**src/rtl/em_sensor_pkg.sv**
```systemverilog
// Shared definitions for the EM-sensor front-end and its APB wrapper:
// detector state encoding and default datapath sizes.
package em_sensor_pkg;

  localparam int EM_STATE_W  = 2;
  localparam int EM_CNT_W    = 16;
  localparam int EM_WIN_LOG2 = 8;

  typedef enum logic [EM_STATE_W-1:0] {
    IDLE  = 2'd0,
    CAL   = 2'd1,
    MON   = 2'd2,
    ALARM = 2'd3
  } em_state_t;

endpackage

```
**src/rtl/em_window_counter.sv**
```systemverilog
// Fixed-length window timer with a saturating oscillator-edge counter.
// window_done marks the terminal cycle; count already includes that cycle's edge.
module em_window_counter
  import em_sensor_pkg::*;
#(
  parameter int CNT_W    = EM_CNT_W,
  parameter int WIN_LOG2 = EM_WIN_LOG2
) (
  input  logic             clk,
  input  logic             rst,
  input  logic             run,
  input  logic             clear,
  input  logic             osc_edge,
  output logic             window_done,
  output logic [CNT_W-1:0] count
);

  logic [WIN_LOG2-1:0] win_pos;
  logic [CNT_W-1:0]    edge_cnt;
  logic                terminal;

  assign terminal    = &win_pos;
  assign window_done = run & ~clear & terminal;

  // Running total for this window, pinned at all-ones rather than wrapping.
  assign count = (&edge_cnt) ? edge_cnt : edge_cnt + CNT_W'(osc_edge);

  // Window position and edge accumulation; idle or cleared keeps both at zero.
  always_ff @(posedge clk) begin
    if (rst) begin
      win_pos  <= '0;
      edge_cnt <= '0;
    end else if (clear || !run) begin
      win_pos  <= '0;
      edge_cnt <= '0;
    end else begin
      win_pos  <= win_pos + WIN_LOG2'(1);
      edge_cnt <= terminal ? '0 : count;
    end
  end

endmodule

```
**src/rtl/em_ro_window_detector.sv**
```systemverilog
// Ring-oscillator window detector: calibrates a baseline edge count after enable,
// then raises a sticky alarm after CONSEC consecutive windows deviate by more than THRESH.
module em_ro_window_detector
  import em_sensor_pkg::*;
#(
  parameter int CNT_W    = EM_CNT_W,
  parameter int WIN_LOG2 = EM_WIN_LOG2,
  parameter int CAL_LOG2 = 2,
  parameter int THRESH   = 8,
  parameter int CONSEC   = 2
) (
  input  logic             vclk,
  input  logic             vrst,
  input  logic             en,
  input  logic             osc_edge,
  input  logic             recal,
  input  logic             alarm_clr,
  output logic             alarm,
  output logic             alarm_pulse,
  output logic             cal_done,
  output logic [CNT_W-1:0] win_count,
  output logic [CNT_W-1:0] baseline
);

  localparam int SUM_W = CNT_W + CAL_LOG2;
  localparam int IDX_W = (CAL_LOG2 > 0) ? CAL_LOG2 : 1;
  localparam int CON_W = $clog2(CONSEC + 1);
  localparam logic [IDX_W-1:0] CAL_LAST = IDX_W'((1 << CAL_LOG2) - 1);
  localparam logic [CON_W-1:0] CON_MAX  = CON_W'(CONSEC);
  localparam logic [CON_W-1:0] CON_PRE  = CON_W'(CONSEC - 1);
  localparam logic [CNT_W:0]   THRESH_V = (CNT_W + 1)'(THRESH);

  em_state_t state, state_next;

  logic                    run, clear, window_done;
  logic [CNT_W-1:0]        count;
  logic [IDX_W-1:0]        cal_idx;
  logic [SUM_W-1:0]        cal_sum, cal_total;
  logic [CON_W-1:0]        consec;
  logic signed [CNT_W:0]   diff;
  logic [CNT_W:0]          dev;
  logic                    cal_win, cal_last, cmp_win, viol, reach;

  assign run   = (state != IDLE);
  assign clear = ~en | recal;

  em_window_counter #(
    .CNT_W    (CNT_W),
    .WIN_LOG2 (WIN_LOG2)
  ) u_win (
    .clk         (vclk),
    .rst         (vrst),
    .run         (run),
    .clear       (clear),
    .osc_edge    (osc_edge),
    .window_done (window_done),
    .count       (count)
  );

  // One extra bit keeps the signed difference exact for any count/baseline pair.
  assign diff      = $signed({1'b0, count}) - $signed({1'b0, baseline});
  assign dev       = diff[CNT_W] ? $unsigned(-diff) : $unsigned(diff);
  assign viol      = dev > THRESH_V;
  assign cal_win   = window_done & (state == CAL);
  assign cal_last  = cal_win & (cal_idx == CAL_LAST);
  assign cmp_win   = window_done & ((state == MON) | (state == ALARM));
  assign reach     = cmp_win & viol & (consec == CON_PRE);
  assign cal_total = cal_sum + SUM_W'(count);

  // State register.
  always_ff @(posedge vclk) begin
    if (vrst) begin
      state <= IDLE;
    end else begin
      state <= state_next;
    end
  end

  // Next-state: disable and recalibration override the normal progression.
  always_comb begin
    state_next = state;
    if (!en) begin
      state_next = IDLE;
    end else if (recal) begin
      state_next = CAL;
    end else begin
      case (state)
        IDLE:    state_next = cal_done ? MON : CAL;
        CAL:     state_next = cal_last ? MON : CAL;
        MON:     state_next = reach ? ALARM : MON;
        ALARM:   state_next = (alarm_clr && !reach) ? MON : ALARM;
        default: state_next = IDLE;
      endcase
    end
  end

  // Window result, calibration accumulator and consecutive-violation counter.
  always_ff @(posedge vclk) begin
    if (vrst) begin
      win_count <= '0;
      baseline  <= '0;
      cal_done  <= 1'b0;
      cal_sum   <= '0;
      cal_idx   <= '0;
      consec    <= '0;
    end else if (clear) begin
      cal_sum <= '0;
      cal_idx <= '0;
      consec  <= '0;
      if (recal) begin
        cal_done  <= 1'b0;
        baseline  <= '0;
        win_count <= '0;
      end
    end else begin
      if (window_done) begin
        win_count <= count;
      end
      if (cal_last) begin
        baseline <= cal_total[SUM_W-1:CAL_LOG2];
        cal_done <= 1'b1;
        cal_sum  <= '0;
        cal_idx  <= '0;
      end else if (cal_win) begin
        cal_sum <= cal_total;
        cal_idx <= cal_idx + IDX_W'(1);
      end
      // A reaching violation outranks a same-cycle clear.
      if (reach) begin
        consec <= CON_MAX;
      end else if (alarm_clr) begin
        consec <= '0;
      end else if (cmp_win) begin
        if (!viol) begin
          consec <= '0;
        end else if (consec == CON_MAX) begin
          consec <= CON_MAX;
        end else begin
          consec <= consec + CON_W'(1);
        end
      end
    end
  end

  // Sticky alarm; set wins over clear and the strobe fires only on a 0->1 change.
  always_ff @(posedge vclk) begin
    if (vrst) begin
      alarm       <= 1'b0;
      alarm_pulse <= 1'b0;
    end else begin
      alarm_pulse <= reach & ~alarm;
      if (reach) begin
        alarm <= 1'b1;
      end else if (alarm_clr) begin
        alarm <= 1'b0;
      end
    end
  end

endmodule

```
**config.mk**
```make
export PLATFORM = sky130hd
export DESIGN_NAME = em_ro_window_detector
export DESIGN_NICKNAME = d
export VERILOG_FILES = /design/src/rtl/em_sensor_pkg.sv /design/src/rtl/em_window_counter.sv /design/src/rtl/em_ro_window_detector.sv
export SDC_FILE = /design/constraint.sdc
export NUM_CORES = 1
export LEC_CHECK = 0
export CORE_MARGIN = 2
export CORE_UTILIZATION = 35
export DETAILED_ROUTE_END_ITERATION = 12
export RECOVER_POWER = 50
export SYNTH_ARGS = -nofsm -noshare
export SYNTH_HDL_FRONTEND = slang
export SYNTH_SLANG_ARGS = --single-unit
```
**constraint.sdc**
```tcl
create_clock -name vclk -period 5.5 [get_ports vclk]
set_input_delay 1.375 -clock vclk [delete_from_list [all_inputs] [get_ports vclk]]
set_output_delay 1.375 -clock vclk [all_outputs]
set_load 0.005 [all_outputs]
```
After elaboration in Yosys (flattened, before gate mapping)
Index checks and enable logic that the tools add are counted.
Widths: inputs -> output; s select.
{"block": "op_classes", "n_addsub": 7, "n_lt_le_gt_ge": 1, "eq_ne": 7, "muxes": 23, "n_bitwise": 13, "reduce_logical": 21}
{"op": "$mux 16", "n": 6}
{"op": "$add 18x16->18", "n": 1}
{"op": "$gt 17x4->1 const B", "n": 1}
{"op": "$mux 17", "n": 1}
{"op": "$neg 17->17", "n": 1}
{"op": "$sub 16x16->17", "n": 1}
{"op": "$add 16x1->16", "n": 1}
{"op": "$reduce_and 16->1", "n": 1}
{"op": "$mux 2", "n": 7}
{"op": "$reduce_or 3->1", "n": 3}
{"op": "$add 8x1->8 const B", "n": 1}
{"op": "$and 1x1->1", "n": 8}
{"op": "$eq 2x2->1 const B", "n": 4}
{"op": "$mux 1", "n": 8}
{"op": "$pmux 2 s4", "n": 1}
{"op": "$reduce_and 8->1", "n": 1}
{"op": "$reduce_bool 2->1", "n": 4}
{"op": "$reduce_or 2->1", "n": 3}
{"op": "$add 2x1->2 const B", "n": 2}
{"op": "$eq 2x1->1 const B", "n": 2}
{"op": "$reduce_and 2->1", "n": 2}
{"op": "$reduce_or 4->1", "n": 1}
{"op": "$not 1->1", "n": 3}
{"op": "$reduce_bool 3->1", "n": 1}
{"op": "other kinds (6)", "n": 8}
{"block": "totals", "regBits": 83, "inputBits": 6, "out_inout_bits": 35, "wordCells": 85}

Longest topological paths before layout
{"block": "depth", "depth_word": 13, "depth_mapped": 23, "mapped_depth_nobuf": 21}

Hierarchy
From an unflattened synthesis, not the netlist that was laid out.
{"block": "hier_totals", "cells_unflattened": 742, "area_unflattened_um2": 5779.3}
{"mod": "em_ro_window_detector", "n_inst": 1, "cells_per_inst": 593, "area_each_um2": 4508.1}
{"mod": "em_window_counter", "n_inst": 1, "cells_per_inst": 149, "area_each_um2": 1271.2}

Least setup slack after synthesis
Ideal clock, no wire load.
{"block": "synth_path", "path_type": "input -> register", "from": "in osc_edge", "to": "reg alarm", "t_arrival_ns": 5.026, "path_slack_ns": 0.342, "path_stages": 16, "path_buffers": 0, "cell_sequence": "ha_1 -> ha_1 -> nor2_1 -> inv_1 -> fa_1 -> a211oi_2 -> o21bai_1 -> a21oi_2 -> xor2_4 -> nand2_2 -> nor4_4 -> nor3b_2 -> mux2_1 -> o32a_2 -> o311ai_1 -> a21oi_1"}
{"block": "synth_between", "elab_chain_len": 9, "word_cells_on_any_way": 10, "cone_classes": "3 x add/sub; 1 x order compare; 3 x mux; 2 x bitwise; 1 x reduce/logical"}
{"item": "start, declared", "line_no": "em_ro_window_detector.sv:15", "rtl": "input logic osc_edge,"}
{"item": "$add 16x1->16 *", "line_no": "em_window_counter.sv:26", "rtl": "assign count = (&edge_cnt) ? edge_cnt : edge_cnt + CNT_W'(osc_edge);"}
{"item": "$mux 16 *", "line_no": "em_window_counter.sv:26"}
{"item": "named net count[1]", "line_no": "em_ro_window_detector.sv:36", "rtl": "logic [CNT_W-1:0] count;"}
{"item": "$sub 16x16->17 *", "line_no": "em_ro_window_detector.sv:61", "rtl": "assign diff = $signed({1'b0, count}) - $signed({1'b0, baseline});"}
{"item": "$neg 17->17", "line_no": "em_ro_window_detector.sv:62", "rtl": "assign dev = diff[CNT_W] ? $unsigned(-diff) : $unsigned(diff);"}
{"item": "$mux 17 *", "line_no": "em_ro_window_detector.sv:62"}
{"item": "$gt 17x4->1 *", "line_no": "em_ro_window_detector.sv:63", "rtl": "assign viol = dev > THRESH_V;"}
{"item": "$and 1x1->1 * (2 in a row)", "line_no": "em_ro_window_detector.sv:67", "rtl": "assign reach = cmp_win & viol & (consec == CON_PRE);"}
{"item": "$mux 1 / $reduce_bool 2->1 (equally long branches)"}
{"item": "end signal, assigned", "line_no": "em_ro_window_detector.sv:148", "rtl": "alarm <= 1'b0;"}
{"item": "end signal, assigned", "line_no": "em_ro_window_detector.sv:153", "rtl": "alarm <= 1'b1;"}
{"item": "end signal, assigned", "line_no": "em_ro_window_detector.sv:155", "rtl": "alarm <= 1'b0;"}
{"item": "end, declared", "line_no": "em_ro_window_detector.sv:18", "rtl": "output logic alarm,"}
Mark *: on every way through the listed nets, which the timed path passes. The rest lies on a longest branch.
A chain may end at the register's enable or synchronous reset.

Worst setup path in the final report
Ends and elaborated chain as after synthesis.

==> flow_metrics.py <==
metrics = {
    "clock_network": {
        "htree_num_levels": 3,
        "clock-root-buffer": "clkbuf_16",
        "cts_sinks": 83,
        "cts_hold_buf": 0,
        "cts_tree": "yes",
        "clk_pin_slew_ns": 0.07,
        "cts_max_path_buffers": 2,
        "cts_buffers": 9,
        "clk_latency_ns": 0.35,
    },
    "power": {
        "power_density_nw_per_um2": 174,
        "peakVddDrop_mv": 0.198,
        "leakage_nw": 3.18,
    },
    "logic_synthesis": {
        "synth_top_family_by_area": "simple AND/OR/NAND/NOR gates",
        "syn_nets": 756,
        "netlist_instances": 709,
        "synthAdderAreaFrac_pct": 9.56,
        "synth-xor-area-share_pct": 8.54,
        "ys_seq_elements": 83,
        "ys_warn_count": 0,
        "synth_mux_area_share_pct": 0.204,
        "yosysTopAreaCell": "dfxtp_1",
        "synth_compound_area_share_pct": 20.1,
        "synth_top_area_share_pct": 30.1,
        "synth_cell_types": 84,
        "async_flop_share_pct": 0,
        "synthSimpleGateAreaFrac_pct": 26.5,
        "yosys-top-cells-area": "dfxtp_1 (30%), ha_1 (8.8%), nand2_1 (6.4%)",
        "synth-edff-count": 0,
        "seq_area_frac_synth_pct": 30.1,
        "synth_top_flop_cell": "dfxtp_1",
        "synth_area_um2": 5520,
        "synth.avg_cell_area_um2": 7.79,
    },
    "grt": {
        "grt_max_degree": 36,
        "use_met3_pct": 2.39,
        "grt_use_met1_pct": 25.7,
        "busiest_layer": "met2",
        "grt-ovfl-total": 0,
        "first_global_vias": 5066,
        "grt_pass1_wl_um": 25400,
        "antenna_found_initial": 0,
        "grt_usage_pct": 19.2,
        "grtUsageMet2_pct": 32.2,
    },
    "sta": {
        "max_freq_mhz": 188,
        "hold_violations": 0,
        "setup_viol": 0,
        "slew_violations": 0,
        "slew_headroom_pct": 28.5,
        "max_slew.worst_pin.slew_ns": 1.07,
        "fin_worst_skew_ns": 0.0106,
        "finalCritPeriodShare_pct": 96.5,
        "fin_crit_ns": 5.31,
    },
    "placed_design": {
        "dp.cells": 1036,
        "portBuffers": 40,
        "place.gp.congestion": 0.883,
        "dp_hpwl_um": 12100,
        "place_area_um2": 6850,
    },
    "cells_and_area": {
        "nNetsFinal": 888,
        "final_layout_size_suffix_gt1_share_pct": 22.0,
        "layout_common_cells": "buf_4 (108), nand2_1 (94), dfxtp_1 (83)",
        "fillers": 1544,
        "diodes": 0,
        "area_growth_pct": 34.0,
        "final_area_um2": 7400,
        "finalNonFillerCells": 1057,
        "layout_commonest_cell": "buf_4",
    },
    "die": {
        "initial_core_util_pct": 36.1,
        "die_w_um": 130,
        "die_y_um": 130,
        "core-area_um2": 15300,
        "ioPinCount": 41,
        "dieArea_um2": 16800,
        "rows": 45,
    },
    "worst_setup_path": {
        "crit_fanout": 4,
        "rr_endpoint": "alarm",
        "crit_start": "osc_edge",
        "cp_slowest_cell": "clkdlybuf4s50_1",
        "cp-endpoint": "alarm",
        "critPathLaunchType": "input port",
        "crit_arrival_ns": 5.53,
        "cp.required_ns": 5.72,
        "reg2reg_from": "u_win.edge_cnt[6]",
        "path_cells": "clkdlybuf4s50_1, ha_1, ha_2, nand4_1, buf_4, xor2_2, inv_1, ha_2, buf_4, or3_1, o211ai_2, nand2_2, nor4_4, nor3b_4, mux2_1, o32a_2, o311ai_2, a21oi_1",
        "cp-end-kind": "flop",
        "cp_slowest_stage_delay_ns": 0.48,
        "reg2reg_slack_ns": 0.53,
        "rr_worst_depth": 21,
        "critPathKind": "input port to flop",
    },
    "drt": {
        "via_per_inst": 5.02,
        "route.detailed.wl_per_inst_um": 14.9,
        "routed_wirelength_um": 15800,
        "drc": 0,
        "vias": 5310,
        "dr.pass1.iters": 5,
        "drtIter0Drc": 395,
        "postRouteAntennaNets": 0,
    },
    "outcome": {
        "status": "finished clean",
    },
    "job": {
        "maxCapViolCount": 0,
    },
    "hold_path": {
        "worstHoldPathType": "flop to flop",
        "min_path_cells": 1,
    },
}
cell families (layout without fill, tap and decap cells):
kind of cell / count (synthesis) / after routing
AO/OA/AOI/OAI: 160 / 160
XOR/XNOR: 50 / 50
adder cells (fa/ha/maj): 41 / 41
buffers and inverters: 72 / 209
flip-flops: 83 / 83
multiplexers: 1 / 1
AND/OR/NAND/NOR: 302 / 302
cells in the mapped netlist, types with 3 or more instances:
library cell / instances
a211oi_1: 5
a21o_1: 11
a21oi_1: 61
a31oi_1: 16
and3_1: 7
clkbuf_1: 23
dfxtp_1: 83
ha_1: 39
inv_1: 43
nand2_1: 94
nand2b_1: 7
nand3_1: 43
nand3b_1: 3
nand4_1: 5
nor2_1: 84
nor2b_1: 12
nor3_1: 13
o2111ai_1: 3
o211ai_1: 4
o21a_1: 5
o21ai_0: 11
o21ai_1: 4
o311ai_1: 3
or2_2: 6
or3_1: 6
xnor2_1: 19
xor2_1: 28
sequential cells by signal, indices dropped and copies added (netlist names):
name,flops
consec,2
cal_idx,2
alarm_pulse,1
cal_done,1
u_win.edge_cnt,16
u_win.win_pos,8
state,2
alarm,1
win_count,16
cal_sum,18
baseline,16
through the flow:
stage	power, mW	util, %	setup WS [ns]	TNS (ns)	hold WS, ns
2_1_floorplan	0.645	-	0.342	0	0.413
3_5_place_dp	0.665	44.8	-0.433	-1.95	0.430
4_1_cts	1.29	46.9	0.0252	0	0.441
3_3_place_gp	0.665	44.8	-0.385	-1.78	0.426
5_1_grt	1.32	48.3	-0.0597	-0.0882	0.479
6_report	1.29	48.3	0.190	0	0.438
worst min-delay path by stage:
stage / start / to
floorplan: u_win.win_pos[0] / u_win.win_pos[0]
global placement: u_win.win_pos[0] / u_win.win_pos[0]
detailed placement: u_win.win_pos[0] / u_win.win_pos[0]
CTS: u_win.win_pos[0] / u_win.win_pos[0]
global route: cal_sum[0] / cal_sum[0]
finish: u_win.win_pos[0] / u_win.win_pos[0]
worst max-delay path: cells and delay by family:
kind | cells | cell delay (ns)
and+or+nand+nor | 5 | 1.05
AOI/OAI and AO/OA | 4 | 0.96
xor gates and xnor gates | 1 | 0.22
buffers and inverters | 4 | 0.93
muxes | 1 | 0.34
adders and majority gates | 3 | 0.61
where the power goes:
part | switching (mW) | internal (mW) | total (mW)
logic | 0.0299 | 0.0206 | 0.0505
registers | 0.00104 | 0.602 | 0.603
clock network | 0.264 | 0.368 | 0.633
final cells by class:
cell class	count	area, µm²	area share [%]
multi-input cells	554	3790	51.2
flip-flops and latches	83	1660	22.5
repair buffers	149	1210	16.4
well taps	211	264	3.57
clock buffers	10	239	3.23
inverters	44	165	2.23
clock inverters	6	68.8	0.930
timing repair:
action,4_1_cts,5_1_grt
resized for setup,2,34
endpoints found under the hold margin,0,0
endpoints found under the setup margin,5,5
pin swaps,2,18
buffers inserted,2,3
layer usage:
| metal | share of wire (%) | wire (µm) |
|---|---|---|
| met1 | 48 | 7620 |
| met3 | 2.1 | 326 |
| met5 | 0 | 0 |
| met2 | 48 | 7560 |
| met4 | 1.7 | 264 |
Power figures use the tool's default switching activity.
